$ cat src/rtl/multi_pulse_sync.sv
// N-channel asynchronous event capture: per-channel synchroniser, glitch filter,
// mode-selected edge detect, one-cycle pulse, sticky flag and saturating counter.
module multi_pulse_sync #(
  parameter int N           = 4,
  parameter int SYNC_STAGES = 2,
  parameter int FILT_CYC    = 3,
  parameter int CNT_W       = 4
) (
  input  logic                 clk,
  input  logic                 rst,
  input  logic [N-1:0]         async_in,
  input  logic [2*N-1:0]       mode,
  input  logic [N-1:0]         clr,
  output logic [N-1:0]         pulse_out,
  output logic [N-1:0]         flag,
  output logic [N*CNT_W-1:0]   evt_cnt
);

  localparam int FCW = $clog2(FILT_CYC) + 1;
  localparam logic [FCW-1:0]   FILT_LAST = FCW'(FILT_CYC - 1);
  localparam logic [CNT_W-1:0] CNT_MAX   = '1;

  typedef enum logic [1:0] {
    MODE_RISE = 2'b00,
    MODE_FALL = 2'b01,
    MODE_BOTH = 2'b10,
    MODE_OFF  = 2'b11
  } mode_e;

  logic [N-1:0]     sync_q [SYNC_STAGES];
  logic [N-1:0]     sync_d [SYNC_STAGES];
  logic [N-1:0]     s;
  logic [N-1:0]     filt_q, filt_d;
  logic [FCW-1:0]   fcnt_q [N];
  logic [FCW-1:0]   fcnt_d [N];
  logic [N-1:0]     evt;
  logic [N-1:0]     pulse_q, pulse_d;
  logic [N-1:0]     flag_q, flag_d;
  logic [CNT_W-1:0] cnt_q [N];
  logic [CNT_W-1:0] cnt_d [N];

  always_comb begin
    sync_d[0] = async_in;
    for (int j = 1; j < SYNC_STAGES; j++) begin
      sync_d[j] = sync_q[j-1];
    end
  end

  assign s = sync_q[SYNC_STAGES-1];

  // Filter keeps tracking even in MODE_OFF so re-enabling never sees a stale edge.
  always_comb begin
    filt_d = filt_q;
    evt    = '0;
    for (int i = 0; i < N; i++) begin
      fcnt_d[i] = fcnt_q[i];
      if (s[i] == filt_q[i]) begin
        fcnt_d[i] = '0;
      end else if (fcnt_q[i] == FILT_LAST) begin
        filt_d[i] = s[i];
        fcnt_d[i] = '0;
        case (mode_e'(mode[2*i +: 2]))
          MODE_RISE: evt[i] = s[i];
          MODE_FALL: evt[i] = ~s[i];
          MODE_BOTH: evt[i] = 1'b1;
          default:   evt[i] = 1'b0;
        endcase
      end else begin
        fcnt_d[i] = fcnt_q[i] + FCW'(1);
      end
    end
  end

  // An event in the same cycle as a clear wins, leaving a count of one.
  always_comb begin
    pulse_d = evt;
    flag_d  = flag_q;
    for (int i = 0; i < N; i++) begin
      cnt_d[i] = cnt_q[i];
      if (evt[i]) begin
        flag_d[i] = 1'b1;
        if (clr[i]) begin
          cnt_d[i] = CNT_W'(1);
        end else if (cnt_q[i] != CNT_MAX) begin
          cnt_d[i] = cnt_q[i] + CNT_W'(1);
        end
      end else if (clr[i]) begin
        flag_d[i] = 1'b0;
        cnt_d[i]  = '0;
      end
    end
  end

  always_ff @(posedge clk or posedge rst) begin
    if (rst) begin
      for (int j = 0; j < SYNC_STAGES; j++) begin
        sync_q[j] <= '0;
      end
      filt_q  <= '0;
      pulse_q <= '0;
      flag_q  <= '0;
      for (int i = 0; i < N; i++) begin
        fcnt_q[i] <= '0;
        cnt_q[i]  <= '0;
      end
    end else begin
      for (int j = 0; j < SYNC_STAGES; j++) begin
        sync_q[j] <= sync_d[j];
      end
      filt_q  <= filt_d;
      pulse_q <= pulse_d;
      flag_q  <= flag_d;
      for (int i = 0; i < N; i++) begin
        fcnt_q[i] <= fcnt_d[i];
        cnt_q[i]  <= cnt_d[i];
      end
    end
  end

  always_comb begin
    pulse_out = pulse_q;
    flag      = flag_q;
    evt_cnt   = '0;
    for (int i = 0; i < N; i++) begin
      evt_cnt[CNT_W*i +: CNT_W] = cnt_q[i];
    end
  end

endmodule

$ cat config.mk
export PLATFORM = sky130hd
export DESIGN_NAME = multi_pulse_sync
export DESIGN_NICKNAME = d
export VERILOG_FILES = /design/src/rtl/multi_pulse_sync.sv
export SDC_FILE = /design/constraint.sdc
export NUM_CORES = 1
export LEC_CHECK = 0
export CAP_MARGIN = 20
export CELL_PAD_IN_SITES_DETAIL_PLACEMENT = 2
export CELL_PAD_IN_SITES_GLOBAL_PLACEMENT = 2
export CORE_ASPECT_RATIO = 1.2
export CORE_MARGIN = 2
export CORE_UTILIZATION = 33
export CTS_CLUSTER_DIAMETER = 40
export DETAILED_ROUTE_END_ITERATION = 6
export GPL_TIMING_DRIVEN = 0
export PLACE_DENSITY_LB_ADDON = 0.1
export SYNTH_ARGS = -nofsm -noshare
export SYNTH_HDL_FRONTEND = slang
export SYNTH_SLANG_ARGS = --single-unit
$ cat constraint.sdc
create_clock -name clk -period 1.9 [get_ports clk]
set_input_delay 0.285 -clock clk [delete_from_list [all_inputs] [get_ports clk]]
set_output_delay 0.285 -clock clk [all_outputs]
set_load 0.02 [all_outputs]
## After elaboration in Yosys (flattened, before gate mapping)

Index checks and enable logic that the tools add are counted.

| word-level totals | value |
|---|---|
| word-level logic and storage cells | 119 |
| output and inout port bits | 24 |
| register bits | 48 |

| operators by class | value |
|---|---|
| equality and inequality tests | 20 |
| $add $sub $neg | 8 |
| bitwise logic cells | 8 |
| reductions and logical operators | 20 |
| muxes and demuxes | 44 |

Operator list:

| cell | number |
|---|---|
| two-way mux 4 bit | 16 |
| two-way mux 3 bit | 8 |
| adder 4 x 1 -> 4 bit (second input constant) | 4 |
| two-way mux 1 bit | 16 |
| != test 4 bit (second input constant) | 4 |
| AND reduction 2 bit | 8 |
| nonzero test 2 bit | 8 |
| adder 3 x 1 -> 3 bit (second input constant) | 4 |
| == test 3 x 2 -> 1 bit (second input constant) | 4 |
| case mux 1 bit (3 select lines) | 4 |
| == test 2 x 1 -> 1 bit (second input constant) | 4 |
| == test 2 bit (second input constant) | 4 |
| zero test 2 bit | 4 |
| inverter 1 bit | 8 |
| == test 1 bit | 4 |

## Depth between registers and ports, before layout

Gate-level depths: netlist of the first run.

| logic depth | value |
|---|---|
| depth after elaboration | 6 |
| gate-level depth with buffers | 5 |
| mapped depth without buffers | 5 |

## Least setup slack after synthesis of the first run

No wires, ideal clock.

| path | value |
|---|---|
| path kind | register to register |
| start point | reg cnt_q, in the netlist evt_cnt[4] |
| end point | reg cnt_q, in the netlist evt_cnt[7] |
| data required time | 1.823 ns |
| clock period less this slack | 1.486 ns |
| cell stages (with the launch flop) | 6 |
| arrival time | 1.409 ns |
| setup slack | 0.414 ns |
| buffers on the path | 0 |
| cell sequence | dfrtp_1 ha_1 nand3_1 nand2_1 or4_1 a21oi_1 |

| between the ends | value |
|---|---|
| cells in the longest elaborated chain, start to end | 4 |
| elaborated cells between the ends (all ways) | 7 |
| classes of those cells | add/sub: 1; eq/ne: 1; mux: 3; reduce/logical: 2 |

Ends and longest elaborated chain:

| what | line | source |
|---|---|---|
| from (decl) | 39 | `logic [CNT_W-1:0] cnt_q [N];` |
| from (signal, indexed assignment) | 115 | `cnt_q[i] <= cnt_d[i];` |
| adder 4 x 1 -> 4 bit | 85 | `cnt_d[i] = cnt_q[i] + CNT_W'(1);` |
| two-way mux 4 bit | 84 | `end else if (cnt_q[i] != CNT_MAX) begin` |
| two-way mux 4 bit | 82 | `if (clr[i]) begin` |
| two-way mux 4 bit | 80 | `if (evt[i]) begin` |

Parallel ways exist; a longest one is shown, timed or not. The select of a mux whose other input is x is not followed.
A chain may end at the register's enable or synchronous reset.

## Final worst setup path of the first run

| path | value |
|---|---|
| start point | reg cnt_q, in the netlist evt_cnt[6] |
| end point | out evt_cnt[6] |

RTL lines:

| what | line | source |
|---|---|---|
| to (decl) | 16 | `output logic [N*CNT_W-1:0] evt_cnt` |

No word-level cell between the ends.

==> impl.org, run 1 <==
** Critical path
- Minimum setup slack among reg-to-reg paths :: 0.27 ns
- Critical Path End Type :: output port
- The largest individual stage delay along the critical path comes from the cell sky130_fd_sc_hd__clkdlybuf4s50_1.
- Walking the worst path, the cells encountered are clkdlybuf4s50_1.
- Crit-path max cell delay :: 0.64 ns
- Number of cells on the critical path :: 1
- Data on the critical path is required at its endpoint by 1.62 ns.
- Critical Path Start Type :: register
- Worst Setup SP :: evt_cnt[6]$_DFFE_PP0P_
- Together, buffers and inverters on the worst path number 1.
- Critical path data arrival time :: 1.39 ns
- Critical Path Sink :: evt_cnt[6]
- R2r startpoint :: fcnt_q[0]$_DFF_PP0_
- Cell family with most CP delay :: buffers and inverters
- The worst register-to-register path ends at evt_cnt[15]$_DFFE_PP0P_.
- Along the worst path, the maximum fanout reaches 6.
- Setup Crit Path Kind :: register to output port
- Worst R2R Path Depth :: 4

** Detailed routing
- Wire length reported by the detailed router :: 4840 µm
- Final ANT Viol Nets :: 0
- Wire length per cell :: 14.7 µm
- In the routed design, unresolved DRC markers number 0.
- DRC violation total after the first TritonRoute iteration :: 19
- Ratio of routed vias to standard cells :: 5.06
- Number of optimization iterations in the first detailed-route pass :: 4
- Via total after detailed routing :: 1670

** Synth
- After synthesis, the cell types taking the most area are sky130_fd_sc_hd__dfrtp_1 56%, sky130_fd_sc_hd__nand2b_1 4.1%, sky130_fd_sc_hd__nand2_1 3.1%, sky130_fd_sc_hd__nor2b_1 2.6%, sky130_fd_sc_hd__a31oi_1 2.3%.
- After synthesis the cells add up to 2150 µm².
- Sequential fraction of the synthesis area :: 55.9%
- Fraction of registers with async set/reset :: 100%
- Post-Syn Nets :: 218
- Count of cell types in the netlist :: 30
- Synthesis inferred 48 register bits.
- Post-synth top area share :: 55.9%
- Average footprint of a synthesized cell :: 11.0 µm²
- In this run, synthesis inferred 0 flip-flops with an integrated enable.
- Summed over all instances, the cell type with the most area after synthesis is sky130_fd_sc_hd__dfrtp_1.
- Number of instances in the synthesized netlist :: 196
- Most common flop cell mapped by yosys :: sky130_fd_sc_hd__dfrtp_1
- Ys Warns :: 0

** Place
- Buffers placed on the I/O ports in this run total 41.
- OpenSTA, run right after detailed placement, puts the worst setup slack at 0.0595 ns.
- Detailed placement ended at an HPWL of 3590 µm.
- Final RePlAce weighted congestion :: 0.755
- # placed instances :: 323

** Timing
- Hold violation count in the final report :: 0
- Highest attainable clock frequency :: 596 MHz
- After layout, the worst setup slack is 0.223 ns.
- Period Utilization, post-route :: 88.3%
- Setup violations remaining at the end of the flow were counted as 0.
- Unrepaired setup endpoints after global routing :: false
- The final-report max-slew violation count was 0.
- For the final database, setup skew stands at 0.00694 ns.
- Remaining max-slew budget at the tightest pin :: 71.3%
- For the pin with the worst max-slew slack, the measured transition is 0.431 ns.
- After layout, the minimum clock period comes to 1.68 ns.

** Floorplan
- The floorplan step defined a die boundary enclosing 7170 µm².
- Die width :: 77.6 µm
- From bottom edge to top edge, the die measures 92.4 µm.
- The floorplan step defined a core boundary enclosing 6370 µm².
- Standard-cell rows :: 32
- The initial utilization of the core area, before any placement, comes to 33.7%.
- # IOs :: 42

** Final layout
- Finished Layout Cells :: 330
- Multi-input combinational cell area :: 920 µm²
- Nets :: 267
- Layout overhead on the synthesized area :: 28.6%
- Once layout is complete, the utilization of the core stands at 43.4%.
- The sequential cells in the finished layout cover a total of 1200 µm².
- The number of antenna diodes in the final layout is 0.
- Leading cell type in the layout, fill and taps excluded :: sky130_fd_sc_hd__dfrtp_1
- Counting the fill cells in the layout gives 690.
- In the layout the commonest cells are 48 x sky130_fd_sc_hd__dfrtp_1, 41 x sky130_fd_sc_hd__clkdlybuf4s50_1, 18 x sky130_fd_sc_hd__nand2_1.
- The post-route netlist has 5.71% of its cells at a drive strength greater than 1.

** Power and ir drop
- The worst-case IR drop observed on VDD is 0.423 mV.
- Static Leakage :: 1.18 nW
- Power spread over the standard cell area amounts to 932 nW/µm².
- Power Total :: 2.57 mW

** Global route
- Largest net degree at the start of global routing :: 37
- Total Routing Usage GR :: 14.6%
- For this run, global-route usage on met1 was measured as 18.2%.
- The first global-routing pass estimated 8420 µm of wire.
- The global routing stage identified its most utilized layer as met2.
- Summed over all layers, the global routing overflow is 0.
- Global-route track usage on met2 :: 24.9%
- The number of global-route vias before repair came to 1781.
- Global routing consumed, on the met3 layer, 4.09% of the routing resources.
- Number of antenna violations at the first check in global routing :: 0

** CTS
- Post-CTS repair changed the size of 0 cells.
- In this run the post-CTS setup repair buffer count came out at 0.
- After clock tree synthesis, the clock-pin slew on the worst setup and hold paths is 0.09 ns.
- Clock latency of the later-clocked register in the worst-skew pair :: 0.29 ns
- TritonCTS Buffers :: 5
- TritonCTS built the clock tree.
- Clock tree synthesis selected as its root buffer the cell sky130_fd_sc_hd__clkbuf_8.
- CTS saw 48 sinks.
- The clock tree synthesis step divided the H-tree into 2 levels.
- Clock buffer depth :: 2
- Hold buffers post-CTS :: 0

** Worst hold path
- Class of the tightest hold or removal check :: primary input to asynchronous set/reset pin

** Run
- Max-cap violations in this run came to 0.

** Outcome
- The flow ran to the end, and the final reports show no timing, DRC or antenna violations.
## metrics by stage
step | cell area (µm²) | hold slack [ns] | setup TNS, ns
final | 2760 | 0.252 | 0
after CTS | 2760 | 0.254 | 0
after floorplan | 2150 | 0.316 | 0
after global placement | 2660 | 0.334 | -28.31
after global routing | 2760 | 0.255 | 0
after detailed placement | 2680 | 0.338 | 0
## power breakdown
part | total, mW | switching (mW) | internal, mW
clock | 0.579 | 0.328 | 0.251
sequential | 1.34 | 0.155 | 1.18
combinational | 0.658 | 0.330 | 0.328
## sequential cells by signal, indices dropped and copies added (netlist names)
signal,cells
pulse_out,4
evt_cnt,16
flag,4
s,4
filt_q,4
sync_d,4
fcnt_q,12
## area by class of cell
cell class | count | area share [%]
Clock buffer | 6 | 2.63
Clock inverter | 1 | 0.181
Inverter | 7 | 0.952
Multi-Input combinational cell | 141 | 33.3
Sequential cell | 48 | 43.5
Tap cell | 85 | 3.85
Timing Repair Buffer | 42 | 15.6
## synth_stat cells (3+ instances only)
library cell,count
sky130_fd_sc_hd__a31oi_1,8
sky130_fd_sc_hd__and3_1,3
sky130_fd_sc_hd__a211oi_1,3
sky130_fd_sc_hd__nand2b_1,14
sky130_fd_sc_hd__nand3b_1,4
sky130_fd_sc_hd__a21o_1,3
sky130_fd_sc_hd__mux2_2,4
sky130_fd_sc_hd__nand2_1,18
sky130_fd_sc_hd__xor2_1,4
sky130_fd_sc_hd__xnor2_1,4
sky130_fd_sc_hd__nor2b_1,9
sky130_fd_sc_hd__nor3_1,6
sky130_fd_sc_hd__a311oi_1,4
sky130_fd_sc_hd__and2_1,7
sky130_fd_sc_hd__inv_1,7
sky130_fd_sc_hd__dfrtp_1,48
sky130_fd_sc_hd__a21oi_1,8
sky130_fd_sc_hd__o22ai_1,4
sky130_fd_sc_hd__mux2i_1,4
sky130_fd_sc_hd__ha_1,4
sky130_fd_sc_hd__o21ai_0,3
sky130_fd_sc_hd__nor2_1,9
sky130_fd_sc_hd__nand3_1,6
## kinds of logic (layout without fill, tap and decap cells)
group                    Yosys count  after routing  synth area share [%]
flip-flops                        48             48                  55.9
AO/OA/AOI/OAI                     40             40                  12.4
buffers and inverters              7             56                  1.22
multiplexers                       8              8                  3.96
adder cells (fa/ha/maj)            4              4                  2.33
AND/OR/NAND/NOR                   81             81                  20.9
XOR/XNOR                           8              8                  3.26
## per-layer routing
metal	share of wire (%)	wire, µm
met1	44	2140
met2	50	2410
met3	4.9	238
met4	1.2	58
met5	0	0
## worst min path at each step
stage,from,endpoint
final,rst,fcnt_q[7]$_DFF_PP0_
after floorplan,async_in[0],sync_d[0]$_DFF_PP0_
after global placement,sync_d[0]$_DFF_PP0_,s[0]$_DFF_PP0_
after CTS,rst,fcnt_q[6]$_DFF_PP0_
after detailed placement,sync_d[3]$_DFF_PP0_,s[3]$_DFF_PP0_
after global routing,rst,fcnt_q[6]$_DFF_PP0_
No activity file was read; power rests on OpenSTA's default activity.
==> run 2, diff against run 1 <==
CORE_ASPECT_RATIO = unset   (was 1.2)
REMOVE_ABC_BUFFERS = 1   (was unset)
clock period = 1.75 ns   (was 1.9 ns; I/O delays follow)
==> run 2 against run 1 <==
Combinational power is 8.7% higher. Utilization increased by 0.52 points. Highest routed layer unchanged. Non-clock buffer count unchanged. Power increased by 11%. Worst hold slack worse by 0.071 ns. Via count is 0.36% lower. Wire length is 0.68% lower. Critical path depth unchanged.
==> impl.org, run 2 (synthesis gave the netlist of run 1 again) <==
** Outcome
- The flow ran to the end, and the final reports show no timing, DRC or antenna violations.

** CTS
- In this run, post-CTS repair resized a total of 0 instances.
- Clock tree from TritonCTS :: yes
- Clock latency of the later-clocked register in the worst-skew pair :: 0.30 ns
- The number of clock buffers added by TritonCTS is 5.
- Post-CTS Setup Bufs :: 0
- The clock passes through at most 2 buffers.
- Clock sink count :: 48
- The H-tree generated during clock tree synthesis spans 2 levels.
- Clock-pin slew was measured on the worst setup and hold paths at 0.09 ns.
- The number of hold buffers added after CTS was 0.
- The cell sitting at the root of the clock tree is a sky130_fd_sc_hd__clkbuf_8.

** Critical path
- Setup Crit Path Kind :: register to output port
- CP max-delay cell :: sky130_fd_sc_hd__clkdlybuf4s50_1
- STA classifies the critical path startpoint as a register.
- In this run the worst path has a maximum fanout of 6.
- The number of buffers and inverters on the critical path is 1.
- STA puts the critical path data required time at 1.49 ns.
- Among cell families on the critical path, the largest total delay comes from buffers and inverters.
- On the worst path, the slowest cell contributes a delay of 0.65 ns.
- STA puts the critical path data arrival time at 1.40 ns.
- The worst setup path is captured at an output port.
- The signal on the critical path passes through clkdlybuf4s50_1.

** Timing
- For the pin with the worst max-slew slack, the measured transition is 0.405 ns.
- Across all setup checks in the final design, the least slack found is 0.0826 ns.
- Highest attainable clock frequency :: 600 MHz
- The final number of hold-violating endpoints was 0.
- On the final layout, the worst clock skew is 0.00564 ns.
- Of the available clock period, the critical path in the final layout requires 95.3%.
- Setup violations remaining at the end of the flow were counted as 0.
- Remaining max-slew budget at the tightest pin :: 72.9%
- Unrepaired setup endpoints after global routing :: false
- Final slew viol count :: 0
- Period minus WS final :: 1.67 ns

** Global route
- Number of antenna violations at the first check in global routing :: 0
- Number of global-route vias before repair :: 1771
- Global routing used 14.8% of the available tracks across all layers.
- The first global-routing pass estimated 8580 µm of wire.
- After global routing the overflow that remains totals 0.
- Largest net degree at the start of global routing :: 41

** Final layout
- Cells with a size suffix above 1 make up 6.50% of the layout.
- At the end of the flow, the number of nets in the layout was 267.
- Filler instances :: 692
- The area growth from synthesis to layout is 29.1%.
- Leaving out fill and tap cells, the most frequent cell in the layout is sky130_fd_sc_hd__dfrtp_1.
- The repair_antennas step left the layout with diodes totalling 0.
- In the layout the commonest cells are 48 x sky130_fd_sc_hd__dfrtp_1, 41 x sky130_fd_sc_hd__clkdlybuf4s50_1, 18 x sky130_fd_sc_hd__nand2_1.
- The register with the most flip-flops in the layout has 16 of them.

** Detailed routing
- Using the TritonRoute via totals, the vias-per-cell ratio works out to 5.15.
- For this run, the detailed router's first-pass iteration total came to 3.
- The first routing iteration left 32 violations.
- For this run, design rule violations remaining after detail routing come to 0.
- Summed over all layers, the routed wires come to 4800 µm.
- The routed layout has 1664 vias.
- Wire length per cell :: 14.9 µm
- Once detail routing completed, the nets flagged for antenna violations numbered 0.

** Floorplan
- Starting density of the core :: 34.0%
- Area enclosed by the die boundary :: 7170 µm²
- # IOs :: 42
- In this run the core area contains 29 standard-cell rows.
- Die boundary height :: 84.7 µm
- Placeable core region :: 6310 µm²
- From left edge to right edge, the die measures 84.7 µm.

** Place
- Post-detail-place hpwl :: 3570 µm
- Routability-driven placement finished with a final weighted congestion of 0.737.
- At the placement stage, the worst setup path has a slack of -0.108 ns.
- IO buf count :: 41

** Power and ir drop
- Power comes to 2.87 mW.
- Power density over cell area :: 1030 nW/µm²
- In this run the static leakage power is 1.18 nW.
- IR analysis of the VDD net gives a maximum drop of 0.769 mV.

** Run
- Max-cap viol count :: 0

** Worst hold path
- Class of the tightest hold or removal check :: primary input to asynchronous set/reset pin
[run 2: changes by cell type in the layout (fill, tap and decap cells not counted)]
cell,previous run,this run
sky130_fd_sc_hd__clkinvlp_4,0,2
sky130_fd_sc_hd__clkbuf_8,5,6
sky130_fd_sc_hd__clkinv_2,1,0
sky130_fd_sc_hd__clkbuf_1,1,0
[run 2: area by class of cell]
class                   count  area [µm²]  share of cell area, %
inverters                   7        26.3                  0.948
multi-input cells         141         920                   33.2
clock buffers               6        82.6                   2.98
repair buffers             42         430                   15.5
flip-flops and latches     48        1200                   43.3
well taps                  77        96.3                   3.48
clock inverters             2        15.0                  0.542
[run 2: worst paths after layout]
kind / slack [ns] / start / cells past startpoint / to
worst max-delay path: 0.08 / evt_cnt[6]$_DFFE_PP0P_ / 1 / evt_cnt[6]
worst min-delay path: 0.18 / rst / 2 / evt_cnt[9]$_DFFE_PP0P_
worst max register to register: 0.18 / fcnt_q[0]$_DFF_PP0_ / 4 / evt_cnt[15]$_DFFE_PP0P_
worst min register to register: 0.36 / sync_d[0]$_DFF_PP0_ / 0 / s[0]$_DFF_PP0_
max in group asynchronous: 1.09 / rst / 3 / fcnt_q[11]$_DFF_PP0_
min in group clk: 0.36 / sync_d[0]$_DFF_PP0_ / 0 / s[0]$_DFF_PP0_
[run 2: per-layer routing]
layer | up-vias | global-route usage (%) | wire [µm]
li1 | 792 | - | -
met1 | 845 | 20.6 | 2280
met2 | 22 | 23.0 | 2310
met3 | 5 | 4.03 | 161
met4 | 0 | 3.90 | 49
met5 | - | 0 | 0
[run 2: power by group]
part	switching (mW)	leakage, nW	internal, mW
clock	0.383	0.0434	0.320
combinational	0.359	0.499	0.356
sequential	0.162	0.636	1.28
[run 2: per-stage QoR]
stage | hold slack (ns) | utilization [%] | setup TNS, ns | instance area, µm² | instances
3_5_place_dp | 0.340 | 42.4 | -0.187 | 2670 | 315
5_1_grt | 0.176 | 43.9 | 0 | 2770 | 323
3_3_place_gp | 0.334 | 42.0 | -33.33 | 2650 | 314
4_1_cts | 0.180 | 43.9 | 0 | 2770 | 323
2_1_floorplan | 0.294 | - | 0 | 2150 | 196
6_report | 0.181 | 43.9 | 0 | 2770 | 323
==> patch 1: new RTL, settings of run 2 <==
Add an input register stage for `async_in`, `mode` and `clr`, without a reset; this delays them by one clock. Comments in the files are not updated.
--- a/src/rtl/multi_pulse_sync.sv
+++ b/src/rtl/multi_pulse_sync.sv
@@ -28,4 +28,14 @@
   } mode_e;
 
+  logic [N-1:0] async_q;
+  logic [2*N-1:0] mode_q;
+  logic [N-1:0] clr_q;
+
+  always_ff @(posedge clk) begin
+    async_q <= async_in;
+    mode_q  <= mode;
+    clr_q   <= clr;
+  end
+
   logic [N-1:0]     sync_q [SYNC_STAGES];
   logic [N-1:0]     sync_d [SYNC_STAGES];
@@ -41,5 +51,5 @@
 
   always_comb begin
-    sync_d[0] = async_in;
+    sync_d[0] = async_q;
     for (int j = 1; j < SYNC_STAGES; j++) begin
       sync_d[j] = sync_q[j-1];
@@ -60,5 +70,5 @@
         filt_d[i] = s[i];
         fcnt_d[i] = '0;
-        case (mode_e'(mode[2*i +: 2]))
+        case (mode_e'(mode_q[2*i +: 2]))
           MODE_RISE: evt[i] = s[i];
           MODE_FALL: evt[i] = ~s[i];
@@ -80,10 +90,10 @@
       if (evt[i]) begin
         flag_d[i] = 1'b1;
-        if (clr[i]) begin
+        if (clr_q[i]) begin
           cnt_d[i] = CNT_W'(1);
         end else if (cnt_q[i] != CNT_MAX) begin
           cnt_d[i] = cnt_q[i] + CNT_W'(1);
         end
-      end else if (clr[i]) begin
+      end else if (clr_q[i]) begin
         flag_d[i] = 1'b0;
         cnt_d[i]  = '0;
Check against the original RTL: not equivalent (Yosys sat finds a counterexample within 10 cycles, from zero or initial values and one cycle with rst high).
==> patch 1 against run 2 <==
Combinational power is 14% higher. Synthesized cell count rose by 5.1%. Setup slack got worse by 0.021 ns. Cell count grew 13%. Count of clock-buffer cells in the layout grew 3. Cell area increased by 18%. Routed wire length grew 14%. Power up 38%. Hold slack improved by 0.046 ns. Critical path depth is 3 higher. Area after synthesis increased by 14%. Utilization grew 1.4 points. Sequential cell count rose by 16. Critical path type is now flop to flop. Largest power group unchanged.
==> patch 1: results (changes against run 2) <==
[outcome]
status=finished clean  ; unchanged

[clock_network]
htreeDepth=3  ; was 2
clk-insertion-delay-late_ns=0.34  ; was 0.30 ns
cts_resized=3  ; was 0
path_clk_slew_ns=0.07  ; was 0.09 ns

[synth]
synth.top_cells.by_count=dfrtp_1 (48), dfxtp_1 (16), nand2_1 (13)  ; was dfrtp_1 (48), nand2_1 (18), nand2b_1 (14)
ys_seq_area_share_pct=61.9  ; was 55.9%
synthCells=206  ; was 196
synthTopCellsByArea=dfrtp_1 (49%), dfxtp_1 (13%), a21oi_1 (2.4%), nor4bb_1 (2.4%), nand2b_1 (2.3%)  ; was dfrtp_1 (56%), nand2b_1 (4.1%), nand2_1 (3.1%), nor2b_1 (2.6%), a31oi_1 (2.3%)
async_reset_ff_share_pct=75.0  ; was 100%

[timing]
slew-limit-headroom_pct=63.1  ; was 72.9%
clock_skew_ns=0.00644  ; was 0.00564 ns

[detailed_routing]
dr.pass1.iters=4  ; was 3
route.met3.wl_microns=164  ; was 161 microns
wl_met2_microns=2850  ; was 2310 microns
drtIter0Drc=26  ; was 32
wl_per_cell_microns=14.9  ; about the same
vias=1787  ; was 1664
wl_met1_microns=2400  ; was 2280 microns

[placed_design]
gp_congestion=0.701  ; was 0.737
dpl.hpwl_microns=3780  ; was 3570 microns

[setup_path]
crit_slowest_cell=dfrtp_2  ; was clkdlybuf4s50_1
cp_top_family=simple AND/OR/NAND/NOR gates  ; was buffers and inverters
arrival_ns=1.91  ; was 1.40 ns
slowest_delay_ns=0.44  ; was 0.65 ns

[final_layout]
clkbuf_count=9  ; was 6
syn2layout_area_growth_pct=33.1  ; was 29.1%
num-multi-input-gates=132  ; was 141
buffer_area_share_pct=14.1  ; was 15.5%
seq_cells=64  ; was 48
final-clk-cell-share_pct=5.70  ; was 3.52%
drive_above_1_share_pct=13.9  ; was 6.50%

[global_route]
grt_start_max_net_pins=34  ; was 41
met1_usage_pct=18.0  ; was 20.6%
grt_util_met3_pct=3.76  ; was 4.03%
grt_pass1_wl_microns=9580  ; was 8580 microns
grt_pass1_vias=2007  ; was 1771
gr-usage-all-layers_pct=14.7  ; was 14.8%

-- patch 1: cell families after synthesis --
kind of cell / after synthesis / share of synthesized area [%]
AOI/OAI and AO/OA: 31 / 8.00
xor gates and xnor gates: 9 / 3.21
and+or+nand+nor: 81 / 20.1
buffers and inverters: 10 / 1.58
adders and majority gates: 4 / 2.04
DFF: 64 / 61.9
muxes: 7 / 3.11
-- patch 1: final timing paths --
path,start,slack (ns),cells after the start,to
max in group asynchronous,rst,1.01,3,evt_cnt[1]
setup / recovery,fcnt_q[3],0.06,4,evt_cnt[11]
setup reg to reg,fcnt_q[3],0.06,4,evt_cnt[11]
hold reg to reg,async_q[2],0.33,0,sync_d[2]
hold / removal,rst,0.23,2,sync_d[2]
min in group clk,async_q[2],0.33,0,sync_d[2]
-- patch 1: report_power, final --
| part | internal (mW) | switching (mW) |
|---|---|---|
| Sequential | 1.70 | 0.223 |
| Clock | 0.644 | 0.560 |
| Combinational | 0.435 | 0.383 |
| Total | 2.77 | 1.17 |
==> patch 2: new RTL, flow settings as in run 2 <==
Without the edit above. The parameter `FILT_CYC` goes from 3 to 5.
--- a/src/rtl/multi_pulse_sync.sv
+++ b/src/rtl/multi_pulse_sync.sv
@@ -4,5 +4,5 @@
   parameter int N           = 4,
   parameter int SYNC_STAGES = 2,
-  parameter int FILT_CYC    = 3,
+  parameter int FILT_CYC    = 5,
   parameter int CNT_W       = 4
 ) (
Check against the original RTL: not equivalent (Yosys sat finds a counterexample within 10 cycles, from zero or initial values and one cycle with rst high).
==> patch 2 against run 2 <==
Sequential cell count grew 4. Cell area is 16% higher. Critical path depth rose by 5. Power increased by 15%. Setup slack worse by 0.031 ns. Combinational power increased by 41%. Area after synthesis is 11% higher. Non-clock buffer count is 12 higher. Routed wire length grew 18%.
==> patch 2: results (changes against run 2) <==
[detailed_routing]
wl_per_cell_microns=14.8  ; was 14.9 microns
drtIter0Drc=64  ; was 32
vias=1843  ; was 1664
avgViaCountPerCell=4.81  ; was 5.15
dr.pass1.iters=2  ; was 3

[outcome]
status=finished clean  ; unchanged

[placed_design]
place_area_sq_um=2950  ; was 2670 sq um
post-place-ws_ns=-0.196  ; was -0.108 ns
dpl.hpwl_microns=3830  ; was 3570 microns
place_inst=363  ; was 315
gp_congestion=0.652  ; was 0.737

[synth]
synth.top_cells.by_count=dfrtp_1 (52), inv_1 (24), nor2_1 (18)  ; was dfrtp_1 (48), nand2_1 (18), nand2b_1 (14)
synthCells=222  ; was 196
ys_seq_area_share_pct=54.4  ; was 55.9%
synthTopCellsByArea=dfrtp_1 (54%), ha_1 (6.3%), inv_1 (3.8%), nor2_1 (2.8%), a21oi_1 (2.7%)  ; was dfrtp_1 (56%), nand2b_1 (4.1%), nand2_1 (3.1%), nor2b_1 (2.6%), a31oi_1 (2.3%)
synth_cell_type_count=35  ; was 30

[final_layout]
fin_nets=313  ; was 267
drive_above_1_share_pct=14.1  ; was 6.50%

[global_route]
grt_start_max_net_pins=42  ; was 41
grt_pass1_wl_microns=9030  ; was 8580 microns
grt_pass1_vias=1922  ; was 1771
gr-usage-all-layers_pct=14.6  ; was 14.8%

[clock_network]
htreeDepth=2  ; unchanged
path_clk_slew_ns=0.11  ; was 0.09 ns
clk-insertion-delay-late_ns=0.31

[pwr]
p_leak_nw=1.47  ; was 1.18 nW
peakVddDrop_mv=0.436  ; was 0.769 mV

[timing]
setup_viol=0  ; unchanged
slew-limit-headroom_pct=65.9  ; was 72.9%
clock_skew_ns=0.0120  ; was 0.00564 ns

[setup_path]
arrival_ns=1.90  ; was 1.40 ns
worstPathMaxFanout=7  ; was 6

-- patch 2: cell types whose count changed after synthesis, sizes merged, moves of 4 or more --
cell,run 2,this run
nand2b,14,4
inv,7,24
nand2,18,12
nor3b,2,6
nor2,9,18
a21oi,8,13
o21ai,3,10
ha,4,12
a31oi,8,4
dfrtp,48,52
nor2b,9,4
-- patch 2: power by group --
| group | internal (mW) | switching (mW) | total [mW] |
|---|---|---|---|
| Combinational | 0.487 | 0.523 | 1.01 |
| Sequential | 1.38 | 0.181 | 1.56 |
| Clock | 0.295 | 0.440 | 0.736 |
-- patch 2: layer usage --
metal | track usage (%) | up-vias | wire [microns]
met4 | 4.48 | 0 | 65
met1 | 19.8 | 926 | 2620
met5 | 0 | - | 0
met3 | 3.05 | 4 | 146
met2 | 23.6 | 24 | 2820
li1 | - | 889 | -
-- patch 2: final cells by class --
| class | instances | area (sq um) |
|---|---|---|
| multi-input cells | 146 | 1090 |
| well taps | 99 | 124 |
| clock inverters | 3 | 26.3 |
| repair buffers | 54 | 520 |
| flip-flops and latches | 52 | 1300 |
| inverters | 24 | 90.1 |
| fillers | 777 | 3920 |
| clock buffers | 5 | 68.8 |
-- patch 2: timing repair --
item | CTS | global route
buffers inserted | 1 | 11
hold buffers | 0 | 0
resized for setup | 7 | 8
setup endpoints to repair | 3 | 6
pin swaps | 0 | 1
-- patch 2: worst paths after layout --
path                            start      endpoint  slack [ns]  cells past startpoint
max                        fcnt_q[12]    evt_cnt[2]        0.05                      6
min                               rst  pulse_out[1]        0.20                      2
max reg2reg                fcnt_q[12]    evt_cnt[2]        0.05                      6
min reg2reg                 sync_d[0]          s[0]        0.36                      0
max in group asynchronous         rst     sync_d[0]        1.03                      3
min in group clk            sync_d[0]          s[0]        0.36                      0
-- patch 2: cell families after synthesis --
family | count (synthesis) | synth area share (%)
AO/OA/AOI/OAI | 45 | 12.6
XOR/XNOR | 12 | 4.40
flip-flops | 52 | 54.4
adder cells (fa/ha/maj) | 12 | 6.28
AND/OR/NAND/NOR | 74 | 17.2
buffers and inverters | 24 | 3.77
multiplexers | 3 | 1.36
-- patch 2: per-stage QoR --
stage | hold WS (ns) | total power [mW] | util, % | setup TNS, ns
floorplan | 0.294 | 2.07 | - | 0
global placement | 0.332 | 2.33 | 41.0 | -46.95
detailed placement | 0.339 | 2.38 | 41.3 | -1.13
CTS | 0.201 | 3.18 | 43.4 | 0
global route | 0.221 | 3.57 | 45.1 | -0.114
finish | 0.198 | 3.30 | 45.1 | 0
-- patch 2: critical path, stage by stage (launching register included) --
cell and delay, ns:
dfrtp_1 0.44, inv_1 0.11, ha_4 0.14, nand3b_4 0.11, a31o_4 0.26, nor3b_4 0.18, mux2_2 0.35
